`config.mk`:
```
export PLATFORM = sky130hd
export DESIGN_NAME = memory_matrix_core_flat
export DESIGN_NICKNAME = d
export VERILOG_FILES = /design/src/rtl/memory_matrix_core_if.sv /design/src/rtl/memory_matrix_core.sv /design/src/flat_wrapper.sv
export SDC_FILE = /design/constraint.sdc
export NUM_CORES = 1
export LEC_CHECK = 0
export CORE_MARGIN = 2
export CORE_UTILIZATION = 58
export DETAILED_ROUTE_END_ITERATION = 10
export GPL_ROUTABILITY_DRIVEN = 0
export GPL_TIMING_DRIVEN = 0
export PLACE_DENSITY = 0.81
export SLEW_MARGIN = 10
export SYNTH_ARGS = -nofsm -noshare
export SYNTH_HDL_FRONTEND = slang
export SYNTH_SLANG_ARGS = --single-unit
```
`constraint.sdc`:
```
create_clock -name clk -period 3 [get_ports clk]
set_input_delay 0.6 -clock clk [delete_from_list [all_inputs] [get_ports clk]]
set_output_delay 0.6 -clock clk [all_outputs]
set_load 0.01 [all_outputs]
```
`src/rtl/memory_matrix_core_if.sv`:
```
// Button, board-override and LED/status bundle between the memory game core and its board.
interface memory_matrix_core_if #(
  parameter int TILES = 16,
  parameter int CNT_W = 4
);
  logic             start;
  logic             give_up;
  logic             guess_add;
  logic [TILES-1:0] tiles_in;
  logic             use_fixed;
  logic [TILES-1:0] fixed_board;
  logic [TILES-1:0] board_led;
  logic             flash_led;
  logic [CNT_W-1:0] guesses_left;
  logic [3:0]       level;
  logic [3:0]       state_dbg;

  modport master (
    output start, give_up, guess_add, tiles_in, use_fixed, fixed_board,
    input  board_led, flash_led, guesses_left, level, state_dbg
  );

  modport slave (
    input  start, give_up, guess_add, tiles_in, use_fixed, fixed_board,
    output board_led, flash_led, guesses_left, level, state_dbg
  );
endinterface

```
`src/rtl/memory_matrix_core.sv`:
```
// Tile memory game: show a board, then the player must press exactly its tiles within a guess budget.
// Button presses act one cycle after their rising edge; outputs are registered state decoded combinationally.
module memory_matrix_core #(
  parameter int          TILES       = 16,
  parameter int          CNT_W       = 4,
  parameter int          SHOW_CYCLES = 50000000,
  parameter int          FLASH_HALF  = 12500000,
  parameter logic [15:0] SEED        = 16'hACE1
) (
  input  logic                clk,
  input  logic                reset,
  memory_matrix_core_if.slave bus
);

  localparam int SW = (SHOW_CYCLES > 1) ? $clog2(SHOW_CYCLES) : 1;
  localparam int FW = (FLASH_HALF > 1) ? $clog2(FLASH_HALF) : 1;
  localparam logic [SW-1:0]    SHOW_LAST  = SW'(SHOW_CYCLES - 1);
  localparam logic [FW-1:0]    FLASH_LAST = FW'(FLASH_HALF - 1);
  localparam logic [CNT_W-1:0] CNT_MAX    = {CNT_W{1'b1}};

  typedef enum logic [3:0] {
    IDLE = 4'd0,
    LOAD = 4'd1,
    SHOW = 4'd2,
    PLAY = 4'd3,
    WIN  = 4'd4,
    LOSE = 4'd5
  } state_t;

  state_t           state, state_nx;
  logic             armed;
  logic             start_q, add_q;
  logic [TILES-1:0] tiles_q;
  logic [15:0]      lfsr;
  logic [CNT_W-1:0] gl, budget;
  logic [3:0]       lvl;
  logic [TILES-1:0] board, found;
  logic [SW-1:0]    show_cnt;
  logic [FW-1:0]    flash_cnt;
  logic             flash_q;

  logic             start_rise, add_rise;
  logic [TILES-1:0] tile_rise, new_board, lfsr_pick;
  logic             any_rise, multi_rise, on_board, play_eval, flashing;

  // armed blocks rise detection on the first cycle after reset release, so a
  // button held through reset is not taken as a fresh press
  assign start_rise = bus.start & ~start_q & armed;
  assign add_rise   = bus.guess_add & ~add_q & armed;
  assign tile_rise  = bus.tiles_in & ~tiles_q & {TILES{armed}};
  assign any_rise   = |tile_rise;
  assign multi_rise = |(tile_rise & (tile_rise - TILES'(1)));
  assign on_board   = |(tile_rise & board);
  assign lfsr_pick  = lfsr[TILES-1:0];
  assign new_board  = bus.use_fixed ? ((bus.fixed_board == '0) ? TILES'(1) : bus.fixed_board)
                                    : ((lfsr_pick == '0) ? TILES'(1) : lfsr_pick);
  assign play_eval  = (state == PLAY) && (state_nx == PLAY);
  assign flashing   = (state == IDLE) || (state == WIN) || (state == LOSE);

  always_ff @(posedge clk or negedge reset) begin
    if (!reset) state <= IDLE;
    else        state <= state_nx;
  end

  always_comb begin
    state_nx = state;
    case (state)
      IDLE: if (start_rise) state_nx = LOAD;
      LOAD: if (start_rise && gl != '0) state_nx = SHOW;
      SHOW: if (show_cnt == SHOW_LAST) state_nx = PLAY;
      PLAY: begin
        if (bus.give_up)        state_nx = LOSE;
        else if (found == board) state_nx = WIN;
        else if (gl == '0)       state_nx = LOSE;
      end
      WIN:  if (start_rise) state_nx = SHOW;
      LOSE: if (start_rise) state_nx = IDLE;
      default: state_nx = IDLE;
    endcase
  end

  always_comb begin
    bus.board_led    = '0;
    bus.flash_led    = flash_q;
    bus.guesses_left = gl;
    bus.level        = lvl;
    bus.state_dbg    = state;
    case (state)
      IDLE:       bus.board_led = {TILES{flash_q}};
      SHOW, LOSE: bus.board_led = board;
      PLAY, WIN:  bus.board_led = found;
      default:    bus.board_led = '0;
    endcase
  end

  always_ff @(posedge clk or negedge reset) begin
    if (!reset) begin
      armed   <= 1'b0;
      start_q <= 1'b0;
      add_q   <= 1'b0;
      tiles_q <= '0;
      lfsr    <= SEED;
    end else begin
      armed   <= 1'b1;
      start_q <= bus.start;
      add_q   <= bus.guess_add;
      tiles_q <= bus.tiles_in;
      lfsr    <= {lfsr[14:0], lfsr[15] ^ lfsr[13] ^ lfsr[12] ^ lfsr[10]};
    end
  end

  always_ff @(posedge clk or negedge reset) begin
    if (!reset) begin
      gl     <= '0;
      budget <= '0;
      lvl    <= 4'd1;
      board  <= '0;
      found  <= '0;
    end else begin
      case (state)
        IDLE: if (start_rise) begin
          gl     <= '0;
          budget <= '0;
        end
        LOAD: begin
          if (start_rise && gl != '0) begin
            budget <= gl;
            board  <= new_board;
            found  <= '0;
          end else if (add_rise && gl != CNT_MAX) begin
            gl <= gl + CNT_W'(1);
          end
        end
        PLAY: begin
          if (state_nx == WIN && lvl != 4'd15) lvl <= lvl + 4'd1;
          // a repeat press on an already-found tile falls through with no effect
          if (play_eval && any_rise) begin
            if (multi_rise || !on_board) begin
              if (gl != '0) gl <= gl - CNT_W'(1);
            end else begin
              found <= found | tile_rise;
            end
          end
        end
        WIN: if (start_rise) begin
          gl    <= budget;
          board <= new_board;
          found <= '0;
        end
        LOSE: if (start_rise) lvl <= 4'd1;
        default: ;
      endcase
    end
  end

  // timers restart whenever the state changes
  always_ff @(posedge clk or negedge reset) begin
    if (!reset) begin
      show_cnt  <= '0;
      flash_cnt <= '0;
      flash_q   <= 1'b0;
    end else if (state_nx != state) begin
      show_cnt  <= '0;
      flash_cnt <= '0;
      flash_q   <= 1'b0;
    end else begin
      show_cnt <= (state == SHOW) ? show_cnt + SW'(1) : '0;
      if (flashing) begin
        if (flash_cnt == FLASH_LAST) begin
          flash_cnt <= '0;
          flash_q   <= ~flash_q;
        end else begin
          flash_cnt <= flash_cnt + FW'(1);
        end
      end else begin
        flash_cnt <= '0;
        flash_q   <= 1'b0;
      end
    end
  end

endmodule

```
`src/flat_wrapper.sv`:
```
// flat-port wrapper written by rule: the top's interface ports become plain ports
module memory_matrix_core_flat 
#(
  parameter int          TILES       = 16,
  parameter int          CNT_W       = 4,
  parameter int          SHOW_CYCLES = 50000000,
  parameter int          FLASH_HALF  = 12500000,
  parameter logic [15:0] SEED        = 16'hACE1
)
  (clk, reset, bus_start, bus_give_up, bus_guess_add, bus_tiles_in, bus_use_fixed, bus_fixed_board, bus_board_led, bus_flash_led, bus_guesses_left, bus_level, bus_state_dbg);
  memory_matrix_core_if #(.TILES(TILES), .CNT_W(CNT_W)) bus_i ();
  input  logic clk;
  input  logic reset;
  input wire logic [$bits(bus_i.start)-1:0] bus_start;
  input wire logic [$bits(bus_i.give_up)-1:0] bus_give_up;
  input wire logic [$bits(bus_i.guess_add)-1:0] bus_guess_add;
  input wire logic [$bits(bus_i.tiles_in)-1:0] bus_tiles_in;
  input wire logic [$bits(bus_i.use_fixed)-1:0] bus_use_fixed;
  input wire logic [$bits(bus_i.fixed_board)-1:0] bus_fixed_board;
  output wire logic [$bits(bus_i.board_led)-1:0] bus_board_led;
  output wire logic [$bits(bus_i.flash_led)-1:0] bus_flash_led;
  output wire logic [$bits(bus_i.guesses_left)-1:0] bus_guesses_left;
  output wire logic [$bits(bus_i.level)-1:0] bus_level;
  output wire logic [$bits(bus_i.state_dbg)-1:0] bus_state_dbg;
  assign bus_i.start = bus_start;
  assign bus_i.give_up = bus_give_up;
  assign bus_i.guess_add = bus_guess_add;
  assign bus_i.tiles_in = bus_tiles_in;
  assign bus_i.use_fixed = bus_use_fixed;
  assign bus_i.fixed_board = bus_fixed_board;
  assign bus_board_led = bus_i.board_led;
  assign bus_flash_led = bus_i.flash_led;
  assign bus_guesses_left = bus_i.guesses_left;
  assign bus_level = bus_i.level;
  assign bus_state_dbg = bus_i.state_dbg;
  memory_matrix_core #(.TILES(TILES), .CNT_W(CNT_W), .SHOW_CYCLES(SHOW_CYCLES), .FLASH_HALF(FLASH_HALF), .SEED(SEED)) u_core (.clk(clk), .reset(reset), .bus(bus_i));
endmodule
```
==> run metrics <==
status=finished, final reports clean; Antenna Violating Nets Remaining=0; global-route wire length before repair=27360 um; largest net degree at the start of global routing=70; fmax=341.9 MHz; most frequent cell after synthesis=dfrtp_1; Synth async-reset ratio=100.0%; ranking of synthesized cells by area=dfrtp_1 (45%), xor2_1 (5.7%), dfstp_2 (3.4%); total CTS buffers=17; post-DR wirelength/cell=18.62 um; gr usage total=27.07%; Crit Path Max Fanout=10; Port Buffers=65; synthesis-stage register bit count=134; Syn Area/Cell=10.93 um^2; Final Total Pwr=4.502 mW; worst skew pair latency=0.42 ns; final WL=16540 um; H-tree depth=4; WP data arrival=2.32 ns; proportion of layout cells with a drive suffix above 1=18.22%; vias=5411; Initial Util=58.99%; pins over their slew limit=0; # IOs=67; DRT Pass-1 Iters=6; setup_tns=0 ns; layout overhead on the synthesized area=21.79%; VDD IR-drop max=0.4244 mV; # diodes=0; Final min period=2.925 ns; Worst-Margin Slew=0.7781 ns; Slew headroom=47.73%; fin nets=772; Setup crit start=u_core.bus.state_dbg[2]; hold buffer count at cts=0; clock root cell=clkbuf_16; placed instance area=7890 um^2; Yosys warning count=0; initial antenna violation count=0; post-synth net total=687; die width=114.1 um; residual DRC count=0; post-synthesis cell type count=79; number of synthesized flops with an enable pin=0; Critical R2R Launch=u_core.bus.state_dbg[3]; initial DRC count=424; CP endpoint kind=primary output; sequential area share after synthesis=47.88%; max_cap viols=0; Yosys top cell by area=dfrtp_1; leakage=3.729 nW; Hold WS=0.1643 ns; Worst Path Required=2.40 ns; CTS tree=done; Most used DFF post-synth=dfrtp_1; FILL cells=854; PwrDens=526.0 nW/um^2; final instance area=8558 um^2; Tcrit/Tclk final=97.49%; Worst Hold Class=input port to async pin; synthesized area=7027 um^2; gr ovfl total=0; Die Ht=114.1 um; dpl hpwl=11770 um; TritonCTS Sinks=134; synthesized instance count=643; CORE AREA=11910 um^2; row count=40; startpoint types=flip-flop; final-report hold violation count=0; clock-pin slew of the registers on the worst-case setup and hold paths=0.06 ns; synth cell count leaders=dfrtp_1 (125), nand2_1 (55), xor2_1 (46); Avg Vias per Cell=6.093; vias in the first global route=5521; final setup fails=0; Clock Skew=0.004933 ns; kind of critical path=flip-flop to primary output; die area=13010 um^2; top-area cell type share of the netlist area=44.52%; Longest Clk Path Bufs=2
-- critical path, cell delays in order (launching register included) --
cell and delay, ns:
dfrtp_1 0.44, clkbuf_4 0.21, nand2_1 0.11, nor2_1 0.05, a21oi_1 0.16, nor2_2 0.07, clkbuf_4 0.22, a221o_1 0.34
dlygate4sd2_1 0.30
-- power by group --
part	total [mW]	switching (mW)	internal (mW)	leakage, nW
Combinational	0.359	0.202	0.158	1.64
Clock	2.25	0.778	1.48	0.305
Sequential	1.89	0.0411	1.85	1.79
Total	4.50	1.02	3.48	3.73
-- path summary, 6_finish.rpt --
kind	end	slack [ns]	cells past startpoint
worst max-delay path	bus_board_led[10]	0.08	8
worst min-delay path	u_core.show_cnt[21]	0.16	1
worst max register to register	u_core.bus.guesses_left[3]	0.25	11
worst min register to register	u_core.lfsr[6]	0.38	0
max in group asynchronous	u_core.lfsr[10]	2.05	2
min in group clk	u_core.lfsr[6]	0.38	0
-- metal layers --
layer | part of all wire (%) | global-route usage, % | vias up
met5 | 0 | 0 | -
met4 | 1.9 | 8.943 | 0
met3 | 4.7 | 5.823 | 28
met2 | 51 | 46.19 | 168
met1 | 42 | 34.57 | 2720
li1 | - | - | 2495
-- metrics by stage --
| step | utilization, % | setup WS [ns] | cells |
|---|---|---|---|
| floorplan | - | 0.4956 | 643 |
| global placement | 66.00 | -3.753 | 855 |
| detailed placement | 66.24 | -0.2753 | 856 |
| CTS | 71.76 | 0.04514 | 888 |
| global route | 71.85 | -0.004218 | 888 |
| finish | 71.85 | 0.07544 | 888 |
-- cell families (layout without fill, tap and decap cells) --
| group | after synthesis | after routing | share of synthesized area, % |
|---|---|---|---|
| xor+xnor | 70 | 70 | 8.725 |
| flops | 134 | 134 | 47.88 |
| mux | 17 | 17 | 2.635 |
| other cells | 2 | 2 | 0.1069 |
| simple gates | 258 | 258 | 23.34 |
| fa+ha+maj | 7 | 7 | 1.318 |
| compound gates | 116 | 116 | 13.00 |
| buf+inv | 39 | 137 | 2.991 |
-- flip-flops by register name, indices dropped and copies added, names as in the netlist --
name,flops
u_core.found,16
u_core.bus.guesses_left,4
u_core.board,16
u_core.add_q,1
u_core.bus.level,4
u_core.bus.state_dbg,4
u_core.bus.flash_led,1
u_core.tiles_q,16
u_core.budget,4
u_core.flash_cnt,24
u_core.armed,1
u_core.show_cnt,26
u_core.lfsr,16
u_core.start_q,1
-- layout by cell type, fill, tap and decap left out, types with 13 or more instances in the layout --
cell type / instances
nand4_1: 13
dfrtp_1: 125
clkdlybuf4s50_1: 48
xnor2_1: 24
clkbuf_1: 13
mux2i_1: 14
nand3_1: 26
nand2_1: 55
xor2_1: 46
nor2_1: 32
nor3_2: 19
clkbuf_16: 17
a221o_1: 16
nor3_1: 17
a22o_1: 20
dlygate4sd2_1: 16
o21ai_0: 30
nor2_4: 19
-- area by class of cell --
cell class	count	area [um^2]	share of cell area (%)
tap	147	183.9	2.149
clock buffer	20	436.7	5.102
sequential	134	3364	39.31
timing repair buffer	68	674.4	7.880
buffer	26	182.7	2.135
multi-input combinational	470	3473	40.58
clock inverter	12	201.4	2.354
inverter	11	41.29	0.4825
-- repair_timing --
| action | CTS | global route |
|---|---|---|
| pin swaps | 2 | 0 |
| setup endpoints to repair | 16 | 12 |
| gates resized for setup | 31 | 5 |
| buffers inserted | 2 | 0 |
(Power assumes the default switching activity.)
